**src/rtl/mem_port_arbiter.sv**
```systemverilog
// Arbitrates an instruction-fetch port and a load/store port onto a single
// memory port with one outstanding transaction and bounded fetch starvation.
module mem_port_arbiter #(
    parameter int ADDR_W   = 32,
    parameter int DATA_W   = 32,
    parameter int MAX_WAIT = 4
) (
    input  logic              clk,
    input  logic              reset_n,

    input  logic              if_req,
    input  logic [ADDR_W-1:0] if_addr,
    output logic              if_gnt,
    output logic              if_done,
    output logic [DATA_W-1:0] if_rdata,

    input  logic              d_req,
    input  logic              d_we,
    input  logic [ADDR_W-1:0] d_addr,
    input  logic [DATA_W-1:0] d_wdata,
    output logic              d_gnt,
    output logic              d_done,
    output logic [DATA_W-1:0] d_rdata,

    output logic              mem_req,
    output logic              mem_we,
    output logic [ADDR_W-1:0] mem_addr,
    output logic [DATA_W-1:0] mem_wdata,
    input  logic              mem_ack,
    input  logic [DATA_W-1:0] mem_rdata,

    output logic              stray_ack
);

    typedef enum logic [1:0] {
        IDLE    = 2'd0,
        BUSY_IF = 2'd1,
        BUSY_D  = 2'd2
    } state_t;

    localparam logic [3:0] WAIT_LIMIT = 4'(MAX_WAIT);

    state_t     state, state_next;
    logic [3:0] wait_cnt, wait_cnt_next;
    logic       fetch_win, data_win;

    // Data normally wins; a fetch starved for WAIT_LIMIT data grants takes priority.
    always_comb begin
        fetch_win = 1'b0;
        data_win  = 1'b0;
        if (state == IDLE) begin
            fetch_win = if_req && (!d_req || (wait_cnt == WAIT_LIMIT));
            data_win  = d_req && !fetch_win;
        end
    end

    assign if_gnt = fetch_win;
    assign d_gnt  = data_win;

    always_comb begin
        state_next    = state;
        wait_cnt_next = wait_cnt;
        case (state)
            IDLE: begin
                if (fetch_win) begin
                    state_next    = BUSY_IF;
                    wait_cnt_next = 4'd0;
                end else if (data_win) begin
                    state_next = BUSY_D;
                    if (!if_req)
                        wait_cnt_next = 4'd0;
                    else if (wait_cnt != WAIT_LIMIT)
                        wait_cnt_next = wait_cnt + 4'd1;
                end else if (!if_req) begin
                    wait_cnt_next = 4'd0;
                end
            end
            BUSY_IF, BUSY_D: begin
                if (mem_ack)
                    state_next = IDLE;
            end
            default: state_next = IDLE;
        endcase
    end

    always_ff @(posedge clk or negedge reset_n) begin
        if (!reset_n) begin
            state    <= IDLE;
            wait_cnt <= 4'd0;
        end else begin
            state    <= state_next;
            wait_cnt <= wait_cnt_next;
        end
    end

    always_ff @(posedge clk or negedge reset_n) begin
        if (!reset_n) begin
            mem_req   <= 1'b0;
            mem_we    <= 1'b0;
            mem_addr  <= '0;
            mem_wdata <= '0;
            if_done   <= 1'b0;
            d_done    <= 1'b0;
            if_rdata  <= '0;
            d_rdata   <= '0;
            stray_ack <= 1'b0;
        end else begin
            if_done <= 1'b0;
            d_done  <= 1'b0;
            case (state)
                IDLE: begin
                    // An ack with nothing outstanding only flags the error.
                    if (mem_ack)
                        stray_ack <= 1'b1;
                    if (fetch_win) begin
                        mem_req   <= 1'b1;
                        mem_we    <= 1'b0;
                        mem_addr  <= if_addr;
                        mem_wdata <= '0;
                    end else if (data_win) begin
                        mem_req   <= 1'b1;
                        mem_we    <= d_we;
                        mem_addr  <= d_addr;
                        mem_wdata <= d_wdata;
                    end
                end
                BUSY_IF: begin
                    if (mem_ack) begin
                        mem_req  <= 1'b0;
                        if_rdata <= mem_rdata;
                        if_done  <= 1'b1;
                    end
                end
                BUSY_D: begin
                    if (mem_ack) begin
                        mem_req <= 1'b0;
                        if (!mem_we)
                            d_rdata <= mem_rdata;
                        d_done  <= 1'b1;
                    end
                end
                default: ;
            endcase
        end
    end

endmodule

```
**config.mk**
```make
export PLATFORM = sky130hd
export DESIGN_NAME = mem_port_arbiter
export DESIGN_NICKNAME = d
export VERILOG_FILES = /design/src/rtl/mem_port_arbiter.sv
export SDC_FILE = /design/constraint.sdc
export NUM_CORES = 1
export LEC_CHECK = 0
export ABC_AREA = 0
export CAP_MARGIN = 10
export CORE_MARGIN = 2
export CORE_UTILIZATION = 45
export CTS_CLUSTER_DIAMETER = 150
export DETAILED_ROUTE_END_ITERATION = 8
export PLACE_DENSITY = 0.95
export SYNTH_ARGS = -nofsm -noshare
export SYNTH_HDL_FRONTEND = slang
export SYNTH_SLANG_ARGS = --single-unit
```
**constraint.sdc**
```tcl
create_clock -name clk -period 4.6 [get_ports clk]
set_input_delay 0.69 -clock clk [delete_from_list [all_inputs] [get_ports clk]]
set_output_delay 0.69 -clock clk [all_outputs]
set_load 0.02 [all_outputs]
```
-- Yosys cells after proc, flatten, opt, wreduce, memory -nomap -nowiden
Cells that the tools add are included.
- ROM bits: 0
- register bits: 139
- logic and storage cells: 61
- memories kept: 0
- input port bits: 134
- latch bits: 0
- memory bits (writable): 0
- magnitude comparators: 0
- equality and inequality tests: 8
- bitwise logic cells: 1
- add/sub/neg operators: 1
- multiply operators: 0
- multiplexer cells: 24
- reduce and logical (&&, ||, !) cells: 16
- shift-type cells: 0
- divide/modulo/power cells: 0
- operators by type and width (cell ; count):
    2-to-1 mux 32 bit ; 4
    2-to-1 mux 4 bit ; 5
    2-to-1 mux 1 bit ; 10
    AND reduction 3 bit ; 3
    AND reduction 2 bit ; 4
    2-to-1 mux 2 bit ; 3
    != test 3 x 1 -> 1 bit (second input constant) ; 2
    adder 4 x 1 -> 4 bit (second input constant) ; 1
    equality test 4 x 3 -> 1 bit (second input constant) ; 1
    != test 4 x 3 -> 1 bit (second input constant) ; 1
    case mux 2 bit (2 select lines) ; 1
    nonzero test 2 bit ; 2
    != test 3 bit (second input constant) ; 1
    equality test 2 x 1 -> 1 bit (second input constant) ; 1
    equality test 2 bit (second input constant) ; 1
    logical AND 1 bit ; 2
    logical NOT 1 bit ; 2
    logical NOT 2 bit ; 1
    != test 2 x 1 -> 1 bit (second input constant) ; 1
    case mux 1 bit (2 select lines) ; 1
    OR reduction 2 bit ; 1
    logical OR 1 bit ; 1
    inverter 1 bit ; 1

-- Longest topological paths before layout
Gate-level depths: netlist of run 1.
- depth after elaboration: 9
- mapped depth: 7

-- Worst setup path after synthesis of run 1
Ideal clock, no wire load.
- kind: input to output
- from: input if_req
- to: output if_gnt
- slack: 2.453 ns
- arrival: 1.457 ns
- cell stages on the path: 5
- buffers on the path: 2
- cells stage by stage: buf_2 nand2_1 a21o_1 buf_6 inv_1
- cells in the longest elaborated chain, start to end: 2
- ends and longest elaborated chain (what ; line ; RTL):
    from (decl) ; 11 ; input logic if_req,
    logical AND 1 bit ; 52 ; fetch_win = if_req && (!d_req || (wait_cnt == WAIT_LIMIT));
    2-to-1 mux 1 bit ; 51 ; if (state == IDLE) begin
    to (decl) ; 13 ; output logic if_gnt,
Every way passes these cells.

-- Worst setup path after layout of run 1
- from: register wait_cnt[0]
- to: output if_gnt
- cells in the longest elaborated chain, start to end: 4
- ends and longest elaborated chain (what ; line ; RTL):
    from (decl) ; 44 ; logic [3:0] wait_cnt, wait_cnt_next;
    from (signal assigned) ; 92 ; wait_cnt <= wait_cnt_next;
    equality test 4 x 3 -> 1 bit ; 52 ;
    logical OR 1 bit ; 52 ;
    logical AND 1 bit ; 52 ;
    2-to-1 mux 1 bit ; 51 ;
Every way passes these cells.

==> out/results.txt, run 1 <==
Status -> finished, final reports clean
Slowest CP cell -> a21o_1
Slew Limit Fails -> 0
Iter 0 DRT Violations -> 316
Seq/Total Area, Yosys -> 0.586
Die width -> 119 um
CP arrival -> 3130 ps
Yosys top cell area share -> 0.586
CP Class -> flip-flop to output port
RePlAce Congestion -> 0.825
Area added between synthesis and finish -> 55.4%
CTS hold repair buffers -> 0
Initial antenna violation count -> 0
CP Buf/Inv Count -> 3
Crit path max fanout -> 37
EDFF count, synth -> 0
Post-layout nets -> 848
Register area -> 3480 sq um
Ys flop type -> dfrtp_1
WL/cell -> 19.0 um
Crit path max-delay family -> compound AO/OA/AOI/OAI gates
Fmax -> 262 MHz
# fillers -> 793
H-tree Lvls -> 4
Leakage power -> 4.11 nW
Peak supply drop -> 0.000367 V
Synth Instances -> 451
Startpoint types -> flip-flop
Layout cell share with drive strength beyond 1 -> 0.146
Drc violations -> 0
Final ANT Viol Nets -> 0
Routed vias -> 4797
Clock transition at path regs -> 60 ps
CORE AREA -> 12800 sq um
Total track usage -> 0.246
Pre-Repair DR Iteration Count -> 5
Hold Vio Cnt, Final -> 0
Congestion Overflow GR -> 0
Synth Cell Area -> 5940 sq um
Largest net degree at the start of global routing -> 61
Number of gates resized after CTS -> 0
Post-DP HPWL -> 12300 um
Unrepaired setup endpoints after global routing -> false
Syn nets -> 590
Largest area contributor in the netlist -> dfrtp_1
IO Port Bufs -> 268
Leading cell type by number of instances after synthesis -> dfrtp_1
Worst reg2reg path depth -> 5
Synth warn -> 0
Longest Clk Path Bufs -> 2
Setup Buffers After CTS -> 0
Crit path top cell by count -> inv_1
Seq cells post-synth -> 139
Die footprint -> 14100 sq um
Number of vias per cell -> 5.38
Num ports -> 269
Clk root buf -> clkbuf_16
Critical path cell sequence -> inv_1 > ha_1 > nand3b_4 > a21o_1 > inv_1 > clkdlybuf4s50_1
Min cycle time layout -> 3820 ps
Worst reg-to-reg setup slack -> 2240 ps
Mean post-synth cell area -> 13.2 sq um
First-pass GRT wire length -> 27000 um
Fin crit share -> 0.831
Post-synth ARST share -> 1.00
Setup TNS Final -> 0 ps
Worst Hold Class -> primary input to async pin
Vias in the first global route -> 5044
Die H -> 119 um
Skew final -> 6.99 ps
Ranking of synthesized cells by area -> dfrtp_1, mux2_4, mux2_2
CTS tree -> built
Final Power -> 6.82 mW
Cell variety after synth -> 36
Number of cell rows -> 41
CP peak stage delay -> 930 ps
Post-synth top cells -> dfrtp_1, nand2_1, inv_1
Multi-input logic area -> 2100 sq um
Setup violators final -> 0
CTS sink cnt -> 139
WP depth -> 6
Worst relative slew slack -> 0.207
CP required -> 3910 ps
Total CTS buffers -> 17
Diodes inserted -> 0
Slew @ Worst Pin -> 1190 ps
Worst Setup End Kind -> output port
Clock Latency Late Sink -> 420 ps
Pwr per Cell Area -> 739 nW/um^2
Initial core utilization -> 0.465
Post-Route WL -> 17000 um
Max-cap check violation count -> 0
-- layout make-up --
| class | instances | share of cell area |
|---|---|---|
| repair buffers | 275 | 0.296 |
| flip-flops and latches | 139 | 0.377 |
| clock inverters | 8 | 0.0104 |
| multi-input cells | 236 | 0.228 |
| clock buffers | 22 | 0.0492 |
| inverters | 40 | 0.0163 |
| well taps | 172 | 0.0233 |
-- power by group --
group	switching (mW)	internal, mW	total, mW
sequential	0.366	1.82	2.18
clock	0.486	0.802	1.29
combinational	1.64	1.71	3.35
total	2.49	4.33	6.82
-- kinds of logic after synthesis --
family,after synthesis,synth area share
compound gates,111,0.156
fa+ha+maj,5,0.0105
buf+inv,76,0.0632
flops,139,0.586
mux,66,0.144
simple gates,54,0.0411
-- stage by stage --
step                hold WS [ps]  worst slack [ps]   util  std cells  instance area (sq um)
floorplan                    394              2450      -        451                   5940
global placement             450               976  0.680        862                   8680
detailed placement           463               828  0.680        862                   8680
CTS                          142               776  0.723        892                   9230
global route                 155               530  0.723        892                   9230
finish                       146               778  0.723        892                   9230
-- registers in the layout (all words and copies together), names as in the netlist --
register / cells
mem_we: 1
if_rdata: 32
state: 2
stray_ack: 1
mem_wdata: 32
mem_addr: 32
if_done: 1
d_done: 1
d_rdata: 32
wait_cnt: 4
mem_req: 1
-- layer usage --
layer / GRT usage / wire, um / up-vias
li1: - / - / 2150
met1: 0.298 / 6650 / 2344
met2: 0.401 / 8420 / 263
met3: 0.0824 / 1380 / 40
met4: 0.105 / 498 / 0
met5: 0 / 0 / -
-- cells in the final DEF, fill, tap and decap left out, types with 2 or more instances in the layout --
cell type	Yosys	routed
a21o_1	3	3
a22o_1	33	33
buf_4	3	7
bufinv_16	0	2
clkbuf_1	10	4
clkbuf_16	0	17
clkdlybuf4s50_1	0	267
clkinv_2	0	4
dfrtp_1	139	139
ha_1	5	5
inv_1	40	40
mux2_2	34	34
mux2_4	30	30
mux2i_1	2	2
nand2_1	41	41
nand3_1	2	2
nor2_1	2	2
nor2b_1	2	2
o2111ai_1	32	32
o211ai_1	30	30
o211ai_2	2	2
o22ai_1	2	2
-- path summary, 6_finish.rpt --
check | from | to
hold reg to reg | stray_ack | stray_ack
min in group clk | stray_ack | stray_ack
hold / removal | reset_n | mem_addr[30]
setup reg to reg | wait_cnt[0] | mem_addr[4]
max in group asynchronous | reset_n | d_rdata[24]
setup / recovery | wait_cnt[0] | if_gnt
No activity file was read; power rests on OpenSTA's default activity.
==> run 2, diff against run 1 <==
CORE_UTILIZATION = 38   (was 45)
PLACE_DENSITY = 0.89   (was 0.95)
clock period = 3.5 ns   (was 4.6 ns; I/O delays follow)
==> out/results.txt, run 2 (synthesis gave the netlist of run 1 again) <==
Number of gates resized after CTS -> 0
Leakage power -> 4.18 nW
Critical register-to-register path startpoint -> state[0]
H-tree Lvls -> 4
Max-cap check violation count -> 0
Peak supply drop -> 0.000616 V
Worst reg-to-reg setup slack -> 1380 ps
CORE AREA -> 15300 sq um
CP required -> 2970 ps
Min cycle time layout -> 3000 ps
Status -> finished, final reports clean
Iter 0 DRT Violations -> 179
Pre-Repair DR Iteration Count -> 4
Most frequent cells in the layout -> clkdlybuf4s50_1, dfrtp_1, nand2_1
Clock transition at path regs -> 60 ps
RePlAce Congestion -> 0.776
Setup violators final -> 0
Number of vias per cell -> 5.00
Slew Limit Fails -> 0
Crit path max-delay family -> buffers and inverters
Crit path top cell by count -> inv_1
IO Port Bufs -> 268
Setup Buffers After CTS -> 0
Pwr per Cell Area -> 975 nW/um^2
Post-layout nets -> 850
Slew @ Worst Pin -> 809 ps
Placed Cells -> 903
CTS hold repair buffers -> 0
Total track usage -> 0.198
CTS tree -> built
WHS -> 187 ps
CP Buf/Inv Count -> 3
Diodes inserted -> 0
First-pass GRT wire length -> 25700 um
Total CTS buffers -> 17
Hold Vio Cnt, Final -> 0
Largest net degree at the start of global routing -> 89
Vias in the first global route -> 4900
Post-Route WL -> 16100 um
Longest Clk Path Bufs -> 2
Placed cell area -> 8770 sq um
Cell area after layout -> 9420 sq um
Fin crit share -> 0.858
Fmax -> 333 MHz
Startpoint types -> flip-flop
Worst Setup End Kind -> output port
Final ANT Viol Nets -> 0
Crit path max fanout -> 37
Critical path cell sequence -> inv_1 > ha_1 > nand3b_4 > a21o_1 > inv_1 > clkdlybuf4s50_1
Layout cell share with drive strength beyond 1 -> 0.155
Post-DP HPWL -> 11300 um
Clk root buf -> clkbuf_16
CP peak stage delay -> 590 ps
Die width -> 129 um
Share of the core filled with cells -> 0.618
Fin cells -> 934
Die footprint -> 16700 sq um
Initial antenna violation count -> 0
Initial core utilization -> 0.389
Setup TNS Final -> 0 ps
CP Class -> flip-flop to output port
Num ports -> 269
Worst Setup Slack post-DPL -> 704 ps
Congestion Overflow GR -> 0
WL/cell -> 17.2 um
Worst reg2reg path depth -> 6
Worst setup margin -> 496 ps
Routed vias -> 4670
CP arrival -> 2480 ps
Final Power -> 9.19 mW
R2r endpoint -> mem_wdata[11]
CTS sink cnt -> 139
Skew final -> 8.07 ps
Worst relative slew slack -> 0.460
Clock Latency Late Sink -> 410 ps
Area added between synthesis and finish -> 58.6%
Drc violations -> 0
Worst Hold Class -> primary input to async pin
Number of cell rows -> 45
Slowest CP cell -> clkdlybuf4s50_1
Die H -> 129 um
Commonest non-fill, non-tap cell in the layout -> clkdlybuf4s50_1
Unrepaired setup endpoints after global routing -> false
## run 2: changes by cell type in the layout (fill, tap and decap cells not counted), sizes merged
cell,change
bufinv,+3
buf,+2
inv,+3
clkinvlp,+1
clkinv,-2
clkbuf,-4
## run 2: layer usage
layer,part of all wire,wire (um),vias up,GRT usage
met3,0.085,1360,18,0.0764
met5,0,0,-,0
met1,0.40,6420,2296,0.231
met4,0.015,245,0,0.0627
met2,0.50,8050,205,0.338
li1,-,-,2151,-
## run 2: final cells by class
| class | instances | area (sq um) |
|---|---|---|
| tap | 211 | 264 |
| fill | 1131 | 5840 |
| timing repair buffer | 277 | 2780 |
| sequential | 139 | 3480 |
| multi-input combinational | 236 | 2100 |
| clock buffer | 18 | 439 |
| clock inverter | 13 | 214 |
| inverter | 40 | 150 |
## run 2: worst max-delay path by stage
stage           startpoint  endpoint  slack (ps)  cells after the start
2_1_floorplan     state[0]    if_gnt        1630                      7
3_3_place_gp        if_req    if_gnt         730                      5
3_5_place_dp        if_req    if_gnt         700                      5
4_1_cts        wait_cnt[0]    if_gnt         450                      6
5_1_grt        wait_cnt[0]    if_gnt         340                      6
6_report       wait_cnt[0]    if_gnt         500                      6
## run 2: where the power goes
group	total, mW	leakage [nW]	switching, mW	internal (mW)
logic	4.38	2.16	2.14	2.25
clock network	1.98	0.313	0.692	1.29
registers	2.82	1.71	0.438	2.39
